**config.mk**
```make
export PLATFORM = sky130hd
export DESIGN_NAME = csc_frame_ctrl_flat
export DESIGN_NICKNAME = d
export VERILOG_FILES = /design/src/rtl/csc_frame_ctrl_if.sv /design/src/rtl/csc_frame_ctrl.sv /design/src/flat_wrapper.sv
export SDC_FILE = /design/constraint.sdc
export NUM_CORES = 1
export LEC_CHECK = 0
export ABC_AREA = 1
export CORE_MARGIN = 4
export CORE_UTILIZATION = 37
export DETAILED_ROUTE_END_ITERATION = 8
export PLACE_DENSITY = 0.88
export SKIP_LAST_GASP = 1
export SLEW_MARGIN = 10
export SYNTH_ARGS = -nofsm -noshare
export SYNTH_HDL_FRONTEND = slang
export SYNTH_SLANG_ARGS = --single-unit
```
**constraint.sdc**
```tcl
create_clock -name clk -period 2.2 [get_ports clk]
set_input_delay 0.44 -clock clk [delete_from_list [all_inputs] [get_ports clk]]
set_output_delay 0.44 -clock clk [all_outputs]
set_load 0.01 [all_outputs]
```
**src/rtl/csc_frame_ctrl_if.sv**
```systemverilog
// Host configuration channel for csc_frame_ctrl: valid/ready transfer of a 2-bit output mode.
`timescale 1ns / 1ps

interface csc_frame_ctrl_if;
  logic [1:0] cfg_mode;
  logic       cfg_valid;
  logic       cfg_ready;

  modport master (output cfg_mode, output cfg_valid, input cfg_ready);
  modport slave  (input cfg_mode, input cfg_valid, output cfg_ready);
endinterface

```
**src/rtl/csc_frame_ctrl.sv**
```systemverilog
// Frame-synchronous output selector and geometry monitor for the colour-space converter.
// Geometry statistics are built only when CSC_FRAME_CTRL_STATS_EN is defined.
`timescale 1ns / 1ps

module csc_frame_ctrl #(
  parameter bit          SYNC_POL = 1'b1,
  parameter int unsigned CNT_W    = 12
) (
  input  logic               clk,
  input  logic               rst,
  input  logic [23:0]        i_rgb,
  input  logic [23:0]        i_ycbcr,
  input  logic [23:0]        i_gray,
  input  logic               i_h_sync,
  input  logic               i_v_sync,
  input  logic               i_data_en,
  csc_frame_ctrl_if.slave    cfg,
  output logic [23:0]        o_pix,
  output logic               o_h_sync,
  output logic               o_v_sync,
  output logic               o_data_en,
  output logic [1:0]         o_mode,
  output logic [CNT_W-1:0]   o_line_width,
  output logic [CNT_W-1:0]   o_frame_height,
  output logic               o_geom_err,
  output logic [15:0]        o_frame_cnt
);

  typedef enum logic [0:0] {StWait, StRun} state_e;

  state_e      state_q;
  logic        v_act_q;
  logic [1:0]  mode_q;
  logic        pend_valid_q;
  logic [1:0]  pend_mode_q;

  logic        v_act;
  logic        vs_start;
  logic        apply;
  logic [1:0]  eff_mode;
  logic [23:0] sel_pix;

  // A pending mode takes effect on the vs_start sample itself, not one cycle later.
  always_comb begin
    v_act    = (i_v_sync == SYNC_POL);
    vs_start = v_act && !v_act_q;
    apply    = vs_start && pend_valid_q;
    eff_mode = apply ? pend_mode_q : mode_q;
    sel_pix  = '0;
    unique case (eff_mode)
      2'b00:   sel_pix = i_rgb;
      2'b01:   sel_pix = i_ycbcr;
      2'b10:   sel_pix = i_gray;
      default: sel_pix = '0;
    endcase
  end

  assign cfg.cfg_ready = !pend_valid_q;
  assign o_mode        = mode_q;

  always_ff @(posedge clk) begin
    if (rst) begin
      state_q      <= StWait;
      v_act_q      <= 1'b0;
      mode_q       <= 2'b00;
      pend_valid_q <= 1'b0;
      pend_mode_q  <= 2'b00;
      o_pix        <= '0;
      o_h_sync     <= !SYNC_POL;
      o_v_sync     <= !SYNC_POL;
      o_data_en    <= 1'b0;
    end else begin
      v_act_q  <= v_act;
      o_h_sync <= i_h_sync;
      o_v_sync <= i_v_sync;
      // Apply and accept are exclusive: apply needs pending, accept needs it empty.
      if (apply) begin
        mode_q       <= pend_mode_q;
        pend_valid_q <= 1'b0;
      end else if (cfg.cfg_valid && !pend_valid_q) begin
        pend_valid_q <= 1'b1;
        pend_mode_q  <= cfg.cfg_mode;
      end
      case (state_q)
        StWait: begin
          o_pix     <= '0;
          o_data_en <= 1'b0;
          if (vs_start) state_q <= StRun;
        end
        StRun: begin
          o_pix     <= sel_pix;
          o_data_en <= i_data_en;
        end
        default: state_q <= StWait;
      endcase
    end
  end

`ifdef CSC_FRAME_CTRL_STATS_EN
  localparam logic [CNT_W-1:0] CntMax = '1;

  logic             de_q;
  logic [CNT_W-1:0] h_cnt_q;
  logic [CNT_W-1:0] v_cnt_q;
  logic [CNT_W-1:0] ref_width_q;
  logic             ref_valid_q;
  logic             mismatch_q;
  logic             skip_q;
  logic             line_end;

  assign line_end = de_q && !i_data_en;

  always_ff @(posedge clk) begin
    if (rst) begin
      de_q           <= 1'b0;
      h_cnt_q        <= '0;
      v_cnt_q        <= '0;
      ref_width_q    <= '0;
      ref_valid_q    <= 1'b0;
      mismatch_q     <= 1'b0;
      skip_q         <= 1'b0;
      o_line_width   <= '0;
      o_frame_height <= '0;
      o_geom_err     <= 1'b0;
      o_frame_cnt    <= '0;
    end else begin
      de_q <= i_data_en;
      if (state_q == StWait) begin
        h_cnt_q     <= '0;
        v_cnt_q     <= '0;
        ref_width_q <= '0;
        ref_valid_q <= 1'b0;
        mismatch_q  <= 1'b0;
        skip_q      <= 1'b0;
      end else if (vs_start) begin
        o_line_width   <= ref_width_q;
        o_frame_height <= v_cnt_q;
        o_geom_err     <= mismatch_q || i_data_en;
        o_frame_cnt    <= o_frame_cnt + 16'd1;
        h_cnt_q        <= '0;
        v_cnt_q        <= '0;
        ref_width_q    <= '0;
        ref_valid_q    <= 1'b0;
        mismatch_q     <= 1'b0;
        // A line cut by vs_start is ignored until its data enable falls.
        skip_q         <= i_data_en;
      end else if (line_end) begin
        h_cnt_q <= '0;
        if (skip_q) begin
          skip_q <= 1'b0;
        end else begin
          if (!ref_valid_q) begin
            ref_width_q <= h_cnt_q;
            ref_valid_q <= 1'b1;
          end else if (h_cnt_q != ref_width_q) begin
            mismatch_q <= 1'b1;
          end
          if (v_cnt_q != CntMax) v_cnt_q <= v_cnt_q + 1'b1;
        end
      end else if (i_data_en && !skip_q && (h_cnt_q != CntMax)) begin
        h_cnt_q <= h_cnt_q + 1'b1;
      end
    end
  end
`else
  assign o_line_width   = '0;
  assign o_frame_height = '0;
  assign o_geom_err     = 1'b0;
  assign o_frame_cnt    = '0;
`endif

endmodule

```
**src/flat_wrapper.sv**
```systemverilog
// flat-port wrapper written by rule: the top's interface ports become plain ports
module csc_frame_ctrl_flat 
#(
  parameter bit          SYNC_POL = 1'b1,
  parameter int unsigned CNT_W    = 12
)
  (clk, rst, i_rgb, i_ycbcr, i_gray, i_h_sync, i_v_sync, i_data_en, o_pix, o_h_sync, o_v_sync, o_data_en, o_mode, o_line_width, o_frame_height, o_geom_err, o_frame_cnt, cfg_cfg_mode, cfg_cfg_valid, cfg_cfg_ready);
  csc_frame_ctrl_if cfg_i ();
  input  logic clk;
  input  logic rst;
  input  logic [23:0] i_rgb;
  input  logic [23:0] i_ycbcr;
  input  logic [23:0] i_gray;
  input  logic i_h_sync;
  input  logic i_v_sync;
  input  logic i_data_en;
  output logic [23:0] o_pix;
  output logic o_h_sync;
  output logic o_v_sync;
  output logic o_data_en;
  output logic [1:0] o_mode;
  output logic [CNT_W-1:0] o_line_width;
  output logic [CNT_W-1:0] o_frame_height;
  output logic o_geom_err;
  output logic [15:0] o_frame_cnt;
  input wire logic [$bits(cfg_i.cfg_mode)-1:0] cfg_cfg_mode;
  input wire logic [$bits(cfg_i.cfg_valid)-1:0] cfg_cfg_valid;
  output wire logic [$bits(cfg_i.cfg_ready)-1:0] cfg_cfg_ready;
  assign cfg_i.cfg_mode = cfg_cfg_mode;
  assign cfg_i.cfg_valid = cfg_cfg_valid;
  assign cfg_cfg_ready = cfg_i.cfg_ready;
  csc_frame_ctrl #(.SYNC_POL(SYNC_POL), .CNT_W(CNT_W)) u_core (.clk(clk), .rst(rst), .i_rgb(i_rgb), .i_ycbcr(i_ycbcr), .i_gray(i_gray), .i_h_sync(i_h_sync), .i_v_sync(i_v_sync), .i_data_en(i_data_en), .cfg(cfg_i), .o_pix(o_pix), .o_h_sync(o_h_sync), .o_v_sync(o_v_sync), .o_data_en(o_data_en), .o_mode(o_mode), .o_line_width(o_line_width), .o_frame_height(o_frame_height), .o_geom_err(o_geom_err), .o_frame_cnt(o_frame_cnt));
endmodule
```
* After elaboration in Yosys (flattened, before gate mapping)
Cells that the tools add are included.
** Word-level totals
- Flip-flop bits (word level) :: 33
- Input bits :: 80
- Output and inout bits :: 71
** Operators by class
- Equal/unequal tests :: 2
- Muxes and demuxes :: 6
- Bitwise operators :: 2
- Reductions and logical operators :: 8
** Operators by type and width (number)
- one-hot mux 24 bit (3 select lines) :: 1
- one-hot mux 24 bit (2 select lines) :: 1
- logical AND 1 bit :: 3
- == test 2 x 1 -> 1 bit, second input constant :: 1
- == test 2 bit, second input constant :: 1
- logical NOT 1 bit :: 2
- logical NOT 2 bit :: 1
- 2-to-1 mux 1 bit :: 2
- 2-to-1 mux 2 bit :: 1
- NOT 1 bit :: 2
- one-hot mux 1 bit (2 select lines) :: 1
- AND reduction 2 bit :: 1
- OR reduction 2 bit :: 1

* Logic depth before layout (Yosys ltp)
- Depth in word-level cells :: 7
- Depth in mapped cells :: 10
- Mapped depth without buffers :: 8

* Worst setup path after synthesis
Ideal clock, no wire load.
- Path kind :: input port to flip-flop
- From :: input rst
- To :: register u_core.o_pix[0]
- Data arrival time :: 1.288 ns
- Slack :: 0.856 ns
- Stages :: 5
- Buffers on the path :: 2
- Path through :: clkbuf_1 > nor2_1 > clkbuf_1 > nand2_1 > inv_1
** RTL lines
- start: declaration :: line flat_wrapper.sv:10 : input logic rst;
- end signal: assignment :: line csc_frame_ctrl.sv:91 : o_pix <= sel_pix;
- end: declaration :: line csc_frame_ctrl.sv:18 : output logic [23:0] o_pix,

* Final worst setup path
- From :: register u_core.pend_valid_q
- To :: output cfg_cfg_ready
** On the way
- Word-level cells in the longest chain between the ends :: 1
** RTL lines
- start: declaration :: line csc_frame_ctrl.sv:34 : logic pend_valid_q;
- start signal: assignment :: line csc_frame_ctrl.sv:66 : pend_valid_q <= 1'b0;
- start signal: assignment :: line csc_frame_ctrl.sv:79 : pend_valid_q <= 1'b0;
- start signal: assignment :: line csc_frame_ctrl.sv:81 : pend_valid_q <= 1'b1;
- logical NOT 1 bit :: line csc_frame_ctrl.sv:58 : assign cfg.cfg_ready = !pend_valid_q;
- end: declaration :: line flat_wrapper.sv:28 : output wire logic [$bits(cfg_i.cfg_ready)-1:0] cfg_cfg_ready;
Every way passes these cells.

==> impl_metrics.ini <==
[floorplanning]
rows = 26
die_w_um = 81.72
start_util_pct = 38.87
io_pins = 151
die_h_um = 81.72
die_area_um2 = 6677
coreArea_um2 = 5172

[worst_setup_path]
worstPathRequired_ns = 1.76
arrival_ns = 1.30
startpoint_type = flip-flop
r2r_slack_ns = 0.82
regToRegEndpoint = u_core.o_pix[23]
cp_max_fo = 7
crit_path_end = cfg_cfg_ready
endpoint_kind = primary output
cp-startpoint = u_core.pend_valid_q
r2r_cells = 8
path_class = reg -> out
r2r_start = u_core.pend_valid_q

[timing]
finalMaxSlewViolations = 0
rsz0062_at_grt = false
min_period_ns = 1.743
max_clock_freq_mhz = 573.6
skew_ns = 0.004632
setup_violations = 0
hold_viol = 0
holdWs_ns = 0.4310
tns_ns = 0
period_share_pct = 79.24

[synth]
yosys_most_used_dff = dfxtp_1
syn_avg_cell_area_um2 = 7.338
yosys_warnings = 0
synthCells = 274
netlist.area_leader.share_pct = 32.86
synth_edf_count = 0
synthTopCellsByArea = dfxtp_1 (33%), nand3_1 (19%), buf_4 (15%), nand3_2 (10%), inv_1 (6.2%)
yosysUniqueCellTypes = 16
ys_seq_area_share_pct = 32.86
async_reset_ff_share_pct = 0
synthesis.area_um2 = 2011
yosysMostFrequentCell = nand3_1
synth_common_cells = nand3_1 (77), buf_4 (41), dfxtp_1 (33), inv_1 (33), nand2_1 (33)
ys_ff_latch = 33
yosysTopAreaCell = dfxtp_1

[clocking]
cts_max_path_buffers = 2
clock_latency_ns = 0.28
clk_pin_slew_ns = 0.07
hold_buffers = 0
post_cts_buffers = 0
cts_tree = built
postCtsResizedCells = 0
h-tree-depth = 2
cts-root-buf = clkbuf_8
cts_inserted_buffers = 5
clock-sinks = 33

[outcome]
outcome = complete, no violations

[final_layout]
n_antenna_cell = 0
multi_input_area_um2 = 964.7
regArea_um2 = 660.6
drive_gt1_share_pct = 9.737
areaGrowthSynthToFinish_pct = 55.88
fill_cells = 468
nets = 459

[flow_run]
maxCapViolCount = 0

[global_routing]
track_usage_pct = 16.17
antenna_found_initial = 0
grt_pass1_vias = 1853
grt_max_degree = 50
grt_pass1_wl_um = 8300
overflow = 0

[power_and_ir_drop]
irDropWorstVdd_v = 0.0002936
power_density_nw_per_um2 = 551.4
p_leak_uw = 0.001509

[route]
drc_errors = 0
detail_route.first_pass.iterations = 5
routed_wl_um = 5774
ant_nets = 0
drt_iter0_markers = 94
via_per_inst = 4.518
wl_per_cell_um = 12.83
vias = 2033

[hold_path]
hold_path.class = reg -> reg

[place]
place_hpwl_um = 4322
gp_congestion = 0.8200
io_buffers = 109
worst min path at each step:
stage               depth (start not counted)           start  slack, ns               end
finish                                      2  u_core.state_q       0.43  u_core.o_data_en
global route                                2  u_core.state_q       0.48  u_core.o_data_en
CTS                                         2  u_core.state_q       0.43  u_core.o_data_en
detailed placement                          2  u_core.state_q       0.42  u_core.o_data_en
global placement                            2  u_core.state_q       0.43  u_core.o_data_en
floorplan                                   2  u_core.state_q       0.42  u_core.o_data_en
kinds of logic after synthesis:
family | after synthesis | synth area share, %
flip-flops | 33 | 32.86
buffers and inverters | 91 | 26.76
other | 1 | 0.1865
AO/OA/AOI/OAI | 3 | 0.9952
AND/OR/NAND/NOR | 146 | 39.20
cell usage in the layout (no fill, tap or decap), types with 4 or more instances in the layout:
cell,instances
nand3_2,20
clkbuf_8,6
dfxtp_1,33
nor2_1,8
clkdlybuf4s50_1,109
nand4_1,4
nand2_1,33
conb_1,41
nand3_1,77
inv_1,33
buf_4,4
worst max-delay path, cell delays in order (launching register included):
cell and delay [ns]:
dfxtp_1 0.45, inv_1 0.09, clkdlybuf4s50_1 0.49
per-layer routing:
| metal | vias to the layer above | routed length [um] | global-route usage (%) |
|---|---|---|---|
| li1 | 1011 | - | - |
| met1 | 905 | 2286 | 17.69 |
| met2 | 109 | 2783 | 28.91 |
| met3 | 8 | 615 | 5.592 |
| met4 | 0 | 89 | 5.648 |
| met5 | - | 0 | 0 |
per-stage QoR:
| step | setup slack [ns] | utilization [%] | cell area [um2] | power [uW] | instances |
|---|---|---|---|---|---|
| 6_report | 0.4567 | 60.60 | 3134 | 1728 | 450 |
| 5_1_grt | 0.3579 | 60.60 | 3134 | 1822 | 450 |
| 3_3_place_gp | 0.2995 | 58.35 | 3018 | 1132 | 442 |
| 4_1_cts | 0.4448 | 60.60 | 3134 | 1743 | 450 |
| 3_5_place_dp | 0.2400 | 58.35 | 3018 | 1142 | 442 |
| 2_1_floorplan | 0.8558 | - | 2161 | 956.5 | 314 |
area by class of cell:
class	count	share of cell area [%]
Clock buffer	7	2.754
Inverter	33	3.952
Multi-Input combinational cell	190	30.78
Tap cell	70	2.794
Timing Repair Buffer	116	37.68
Sequential cell	33	21.08
Clock inverter	1	0.9581
sequential cells by signal, summed over array words and instances, names as in the netlist:
signal / flops
u_core.pend_mode_q: 2
u_core.o_v_sync: 1
u_core.state_q: 1
u_core.o_mode: 2
u_core.pend_valid_q: 1
u_core.o_pix: 24
u_core.o_data_en: 1
u_core.o_h_sync: 1
power by group:
group          switching, uW  internal [uW]  leakage [uW]
combinational            234            257       0.00118
clock                    229            370     0.0000585
sequential              11.8            627      0.000270
No activity file was read; power rests on OpenSTA's default activity.
